[config.mk]
export PLATFORM = sky130hd
export DESIGN_NAME = ddt_panel_sequencer
export DESIGN_NICKNAME = d
export VERILOG_FILES = /design/src/rtl/ddt_panel_sequencer.sv
export SDC_FILE = /design/constraint.sdc
export NUM_CORES = 1
export LEC_CHECK = 0
export ABC_AREA = 0
export BUFFER_PORTS_ARGS = -buffer_cell sky130_fd_sc_hd__buf_2
export CORE_AREA = 3 3 80 82
export CTS_CLUSTER_SIZE = 8
export DETAILED_ROUTE_END_ITERATION = 10
export DIE_AREA = 0 0 83 85
export MAX_ROUTING_LAYER = met4
export PLACE_DENSITY_LB_ADDON = 0.12
export REMOVE_ABC_BUFFERS = 1
export SYNTH_ARGS = -nofsm -noshare
export SYNTH_HDL_FRONTEND = slang
export SYNTH_SLANG_ARGS = --single-unit
[constraint.sdc]
create_clock -name DDT_Clock -period 3.2 [get_ports DDT_Clock]
set_input_delay 0.32 -clock DDT_Clock [delete_from_list [all_inputs] [get_ports DDT_Clock]]
set_output_delay 0.32 -clock DDT_Clock [all_outputs]
set_load 0.1 [all_outputs]
[src/rtl/ddt_panel_sequencer.sv]
// ddt_panel_sequencer
//   Power-up, blanking and test-pattern controller placed between the DDT
//   timing generator and the RGB output pins. It steps the panel supply and
//   backlight through OFF -> PWR_UP -> BLANK -> RUN -> PWR_DOWN. Every
//   transition except OFF -> PWR_UP and the Enable-drop exit is counted in
//   frame starts. In RUN it drives a registered RGB test pattern.
//
// Configuration macro: DDT_SEQ_PATTERN_CYCLE_EN
//   defined   : in RUN the pattern index advances every FRAMES_PER_PATTERN
//               frames and wraps after NUM_PATTERNS. Pattern_Sel is ignored.
//   undefined : the pattern index loads Pattern_Sel on every frame start.
//
// Ports
//   DDT_Clock           pixel clock, all logic on posedge
//   Reset               synchronous, active-low
//   Enable              level request: 1 = panel on, 0 = panel off
//   DDT_VSA             vertical sync; its rising edge marks a frame start
//   DDT_DE              data enable from the timing generator
//   DDT_Pixel_Data_Cnt  active-pixel index within the line
//   DDT_Line_Data_Cnt   active-line index (not needed by any pattern)
//   Pattern_Sel         static pattern select
//   Panel_Power         panel supply enable
//   Backlight_En        backlight enable
//   Seq_State           OFF=0 PWR_UP=1 BLANK=2 RUN=3 PWR_DOWN=4
//   Pattern_Idx         active pattern
//   Frame_Cnt           frames since entering RUN (wraps, 0 outside RUN)
//   Out_DE              registered DDT_DE, held at 0 in OFF
//   Out_R/Out_G/Out_B   registered pixel data, black outside RUN or DE
module ddt_panel_sequencer #(
  parameter int unsigned PWR_UP_FRAMES      = 2,
  parameter int unsigned BLANK_FRAMES       = 1,
  parameter int unsigned FRAMES_PER_PATTERN = 60,
  parameter int unsigned NUM_PATTERNS       = 4
) (
  input  logic        DDT_Clock,
  input  logic        Reset,
  input  logic        Enable,
  input  logic        DDT_VSA,
  input  logic        DDT_DE,
  input  logic [15:0] DDT_Pixel_Data_Cnt,
  input  logic [15:0] DDT_Line_Data_Cnt,
  input  logic [1:0]  Pattern_Sel,
  output logic        Panel_Power,
  output logic        Backlight_En,
  output logic [2:0]  Seq_State,
  output logic [1:0]  Pattern_Idx,
  output logic [15:0] Frame_Cnt,
  output logic        Out_DE,
  output logic [7:0]  Out_R,
  output logic [7:0]  Out_G,
  output logic [7:0]  Out_B
);

  typedef enum logic [2:0] {
    ST_OFF      = 3'd0,
    ST_PWR_UP   = 3'd1,
    ST_BLANK    = 3'd2,
    ST_RUN      = 3'd3,
    ST_PWR_DOWN = 3'd4
  } state_e;

  // Pattern generator; p is the low byte of the active-pixel index.
  function automatic logic [23:0] pattern_rgb(input logic [1:0] idx, input logic [7:0] p);
    logic [23:0] rgb;
    case (idx)
      2'd0:    rgb = p[0] ? 24'hFF_FF_FF : 24'h00_00_00;
      2'd1:    rgb = 24'hFF_FF_FF;
      2'd2:    rgb = {{8{p[7]}}, {8{p[6]}}, {8{p[5]}}};
      2'd3:    rgb = {p, p, p};
      default: rgb = 24'h00_00_00;
    endcase
    return rgb;
  endfunction

  state_e      state_q, state_d;
  logic        vsa_q;
  logic        fs_s;
  logic [15:0] stage_cnt_q, stage_cnt_d;
  logic [15:0] frame_cnt_q, frame_cnt_d;
  logic [1:0]  idx_q, idx_d;
  logic        power_q, backlight_q, out_de_q;
  logic [23:0] rgb_q, rgb_d;
  logic        unused_s;

  // The line counter and upper pixel bits feed no pattern.
  assign unused_s = ^{DDT_Line_Data_Cnt, DDT_Pixel_Data_Cnt[15:8], Pattern_Sel};

  assign fs_s = DDT_VSA & ~vsa_q;

  // Next-state logic. Enable=0 is tested before the frame-start check so
  // that it wins over a transition driven by a simultaneous FS.
  always_comb begin
    state_d     = state_q;
    stage_cnt_d = stage_cnt_q;
    case (state_q)
      ST_OFF: begin
        if (Enable) state_d = ST_PWR_UP;
        else        state_d = ST_OFF;
      end
      ST_PWR_UP: begin
        if (!Enable) begin
          state_d = ST_PWR_DOWN;
        end else if (fs_s) begin
          if (stage_cnt_q + 16'd1 == 16'(PWR_UP_FRAMES)) state_d = ST_BLANK;
          else stage_cnt_d = stage_cnt_q + 16'd1;
        end else begin
          state_d = ST_PWR_UP;
        end
      end
      ST_BLANK: begin
        if (!Enable) begin
          state_d = ST_PWR_DOWN;
        end else if (fs_s) begin
          if (stage_cnt_q + 16'd1 == 16'(BLANK_FRAMES)) state_d = ST_RUN;
          else stage_cnt_d = stage_cnt_q + 16'd1;
        end else begin
          state_d = ST_BLANK;
        end
      end
      ST_RUN: begin
        if (!Enable) state_d = ST_PWR_DOWN;
        else         state_d = ST_RUN;
      end
      ST_PWR_DOWN: begin
        // Enable is deliberately not looked at until OFF is reached.
        if (fs_s) state_d = ST_OFF;
        else      state_d = ST_PWR_DOWN;
      end
      default: state_d = ST_OFF;
    endcase
    if (state_d != state_q) stage_cnt_d = 16'd0;
    else                    stage_cnt_d = stage_cnt_d;
  end

  // Frame_Cnt counts only FS pulses seen while already in RUN, so the FS
  // that causes RUN entry is not counted.
  always_comb begin
    frame_cnt_d = frame_cnt_q;
    if (state_d != ST_RUN)   frame_cnt_d = 16'd0;
    else if (state_q != ST_RUN) frame_cnt_d = 16'd0;
    else if (fs_s)           frame_cnt_d = frame_cnt_q + 16'd1;
    else                     frame_cnt_d = frame_cnt_q;
  end

`ifdef DDT_SEQ_PATTERN_CYCLE_EN
  logic [15:0] pat_cnt_q, pat_cnt_d;

  // Auto-cycle: advance on the FS that completes FRAMES_PER_PATTERN frames.
  always_comb begin
    idx_d     = idx_q;
    pat_cnt_d = pat_cnt_q;
    if (state_d == ST_RUN && state_q != ST_RUN) begin
      idx_d     = 2'd0;
      pat_cnt_d = 16'd0;
    end else if (state_d == ST_RUN && fs_s) begin
      if (pat_cnt_q + 16'd1 == 16'(FRAMES_PER_PATTERN)) begin
        pat_cnt_d = 16'd0;
        if (idx_q == 2'(NUM_PATTERNS - 1)) idx_d = 2'd0;
        else                               idx_d = idx_q + 2'd1;
      end else begin
        pat_cnt_d = pat_cnt_q + 16'd1;
      end
    end else begin
      idx_d     = idx_q;
      pat_cnt_d = pat_cnt_q;
    end
  end

  // Per-pattern frame counter register.
  always_ff @(posedge DDT_Clock) begin
    if (!Reset) pat_cnt_q <= 16'd0;
    else        pat_cnt_q <= pat_cnt_d;
  end
`else
  // Static select, sampled only on frame starts so it never changes mid-frame.
  always_comb begin
    idx_d = idx_q;
    if (fs_s) idx_d = Pattern_Sel;
    else      idx_d = idx_q;
  end
`endif

  // Pixel path: black outside RUN or outside active video.
  always_comb begin
    rgb_d = 24'h00_00_00;
    if (DDT_DE && state_d == ST_RUN) rgb_d = pattern_rgb(idx_d, DDT_Pixel_Data_Cnt[7:0]);
    else                             rgb_d = 24'h00_00_00;
  end

  // State, counters and registered outputs. Outputs are derived from the
  // next state so they change in the same cycle as Seq_State.
  always_ff @(posedge DDT_Clock) begin
    if (!Reset) begin
      state_q     <= ST_OFF;
      vsa_q       <= 1'b0;
      stage_cnt_q <= 16'd0;
      frame_cnt_q <= 16'd0;
      idx_q       <= 2'd0;
      power_q     <= 1'b0;
      backlight_q <= 1'b0;
      out_de_q    <= 1'b0;
      rgb_q       <= 24'h00_00_00;
    end else begin
      state_q     <= state_d;
      vsa_q       <= DDT_VSA;
      stage_cnt_q <= stage_cnt_d;
      frame_cnt_q <= frame_cnt_d;
      idx_q       <= idx_d;
      power_q     <= (state_d != ST_OFF);
      backlight_q <= (state_d == ST_RUN);
      out_de_q    <= DDT_DE & (state_d != ST_OFF);
      rgb_q       <= rgb_d;
    end
  end

  assign Seq_State    = state_q;
  assign Panel_Power  = power_q;
  assign Backlight_En = backlight_q;
  assign Pattern_Idx  = idx_q;
  assign Frame_Cnt    = frame_cnt_q;
  assign Out_DE       = out_de_q;
  assign Out_R        = rgb_q[23:16];
  assign Out_G        = rgb_q[15:8];
  assign Out_B        = rgb_q[7:0];

endmodule
==> results.md <==
* R2R Path End: rgb_q[1]$_SDFF_PN0_
* CP bufs+invs at 2
* CP startpoint: stage_cnt_q[0]$_SDFFE_PP0P_
* Number of global-route vias before repair at 2326
* Crit path depth at 10
* RePlAce Congestion at 0.839
* Post-synth EDFFs at 0
* H-Tree Depth at 3
* Synth cell types at 48
* Final Slew Violations at 0
* RSZ-0062 raised after global routing: no
* Hold WS at 0.209 ns
* R2R setup slack at 0.20 ns
* R2R cell count at 10
* Sequential element share of the synthesized area at 0.449
* Max frequency at 333 MHz
* Overflow left after global routing at 0
* Crit Path Max Fanout at 21
* Worst path slowest cell: or4_1
* Wire per inst at 13.3 um
* Slew HR at 0.279
* Fill cell count at 518
* Synth warn at 0
* First-pass GRT wire length at 10800 um
* Status: finished, final reports clean
* Die area at 0.00706 sq mm
* Drt total wl at 6480 um
* CTS Sinks at 65
* Top FF cell, synth: dfxtp_1
* Pwr dens at 501 mW/mm^2
* Die height at 85 um
* Port Buf Inserts at 62
* Max-cap violation count at 0
* VDD IR max at 0.389 mV
* Vias per std cell at 5.23
* Total GRT Usage at 0.192
* Io pins at 87
* Worst endpoint required time at 3.47 ns
* Period Utilization, post-route at 0.938
* Pre-antenna DRT Iters at 5
* Crit path to: rgb_q[1]$_SDFF_PN0_
* Async set-reset flop share out of synthesis at 0
* DRT antenna net count at 0
* Worst r2r src: stage_cnt_q[0]$_SDFFE_PP0P_
* Clk buf depth at 2
* Clock root cell: clkbuf_8
* Pin count of the biggest net entering global routing at 22
* Die W at 83 um
* Final setup violation count at 0
* Fin crit period at 3.00 ns
* Data arrival, critical path at 3.27 ns
* Dpl hpwl at 4390 um
* Worst-Skew Late Latency at 0.34 ns
* Layout cell share with drive strength beyond 1 at 0.246
* Hold Vio Cnt, Final at 0
* Slew @ Worst Pin at 1.08 ns
* Mapped Cells at 338
* Synth area leaders: dfxtp_1 45%, xnor2_1 7.0%, nor2_1 5.6%, nand2_1 4.5%, a21oi_1 4.5%
* Final TNS setup at 0 ns
* Area leader, netlist: dfxtp_1
* Initial antenna violation count at 0
* Antenna Cells at 0
* Post-Syn Area per Cell at 8.57 sq um
* Core area at 0.00582 sq mm
* Area occupied by multi-input gates at 0.00153 sq mm
* Rows at 28
* CTS tree: done
* Worst setup EP type: register
* Leak Pwr at 1.52 nW
* Top delay family on crit path: simple AND/OR/NAND/NOR gates
* Via count at 2543
* Num CTS Buffers at 9
* Clock slew at reported path FFs at 0.07 ns
* Top-area cell type share of the netlist area at 0.449
* CP max stage delay at 0.63 ns
* Register area at 0.00130 sq mm
* Starting Density at 0.498
* Hold Crit Class: input port to register
* Area grow syn2layout at 25.1%
* Drc violations at 0
* Post-synthesis register bit count at 65
* Critical path class: register to register
* Number of setup buffers added after CTS at 0
* Clock Skew at 0.00808 ns
* Final net count at 449
* Crit path cell chain: buf_4 > nand4_1 > or4_1 > xor2_1 > nand2_1 > or4_4 > a21boi_4 > o2111ai_1 > buf_12 > a21oi_1
* Post-Syn Area at 0.00290 sq mm
* CP Launch Type: register
* Initial DRC count at 60
## logic make-up after synthesis
kind of cell    count (synthesis)  synth area share
flops                          65             0.449
mux                             5            0.0173
xor+xnor                       33            0.0997
simple gates                  156             0.272
compound gates                 49             0.108
fa+ha+maj                       4            0.0173
buf+inv                        26            0.0367
## what timing repair did
item                                    CTS  global route
gates resized for setup                   0             7
endpoints found under the setup margin    0            46
hold buffers                              0             0
hold endpoints to repair                  0             0
## cells in the mapped netlist, drive strengths merged, types with 3 or more instances
cell	instances
dfxtp	65
nor2	43
nand2	35
a21oi	26
xnor2	23
nor3	15
inv	11
nand3	11
nand4	10
xor2	10
buf	9
o21ai	8
and3	6
clkbuf	6
and2	5
mux2i	5
ha	4
nand2b	4
nor3b	4
nor4	4
or4	4
and4	3
or2	3
or3	3
## metrics by stage
stage / area, sq um / worst slack (ns) / util / power, mW / instances
final: 3620 / 0.200 / 0.623 / 1.82 / 486
after global routing: 3620 / 0.00680 / 0.623 / 1.88 / 486
after CTS: 3590 / 0.0692 / 0.617 / 1.84 / 486
after detailed placement: 3340 / 0.101 / 0.574 / 0.964 / 470
after global placement: 3340 / 0.111 / 0.574 / 0.963 / 470
after floorplan: 2830 / 0.0922 / - / 0.924 / 323
## routing by layer
| metal | GRT usage | vias to the layer above | part of all wire |
|---|---|---|---|
| met3 | 0.0495 | 7 | 0.052 |
| met5 | - | - | 0 |
| li1 | - | 1302 | - |
| met4 | 0.0713 | 0 | 0.010 |
| met2 | 0.296 | 64 | 0.47 |
| met1 | 0.243 | 1170 | 0.47 |
## cell type report
class | count | area share
Multi-Input combinational cell | 247 | 0.422
Sequential cell | 65 | 0.359
Timing Repair Buffer | 72 | 0.113
Clock inverter | 7 | 0.0345
Clock buffer | 9 | 0.0342
Tap cell | 75 | 0.0259
Inverter | 11 | 0.0114
## how the worst min path moves through the flow
stage | slack (ns) | end | cells after the start | startpoint
2_1_floorplan | 0.44 | Seq_State[2]$_SDFF_PN0_ | 1 | Reset
3_3_place_gp | 0.48 | Frame_Cnt[1]$_SDFFE_PP0P_ | 2 | Frame_Cnt[1]$_SDFFE_PP0P_
3_5_place_dp | 0.48 | Frame_Cnt[1]$_SDFFE_PP0P_ | 2 | Frame_Cnt[1]$_SDFFE_PP0P_
4_1_cts | 0.19 | vsa_q$_SDFF_PN0_ | 2 | DDT_VSA
5_1_grt | 0.22 | vsa_q$_SDFF_PN0_ | 2 | DDT_VSA
6_report | 0.21 | vsa_q$_SDFF_PN0_ | 2 | DDT_VSA
## state kept, by name (all words and copies together), names as in the netlist
signal        cells
rgb_q            24
Frame_Cnt        16
stage_cnt_q      16
Seq_State         3
Pattern_Idx       2
Backlight_En      1
Out_DE            1
Panel_Power       1
vsa_q             1
## layout by cell type (no fill, tap or decap), types with 3 or more instances in the layout
| master | synthesis | final |
|---|---|---|
| nand2_1 | 35 | 35 |
| and2_1 | 5 | 5 |
| and3_1 | 6 | 6 |
| nand4_1 | 10 | 10 |
| dfxtp_1 | 65 | 65 |
| clkbuf_8 | 0 | 9 |
| nor4_1 | 4 | 3 |
| or3_1 | 3 | 3 |
| o21ai_0 | 7 | 7 |
| a21oi_1 | 26 | 26 |
| buf_4 | 0 | 8 |
| buf_2 | 7 | 62 |
| bufinv_16 | 0 | 3 |
| xor2_1 | 10 | 10 |
| and4_1 | 3 | 3 |
| nor3_1 | 15 | 13 |
| nand2b_1 | 4 | 4 |
| xnor2_1 | 23 | 23 |
| nand3_1 | 10 | 10 |
| inv_1 | 11 | 11 |
| nor2_1 | 43 | 43 |
| or4_1 | 3 | 3 |
| ha_1 | 4 | 3 |
| mux2i_1 | 5 | 5 |
| nor3b_1 | 4 | 4 |
## report_power, final
part	internal, mW	switching (mW)
clock network	0.526	0.345
registers	0.814	0.00444
logic	0.0343	0.0929
(Power assumes the default switching activity.)
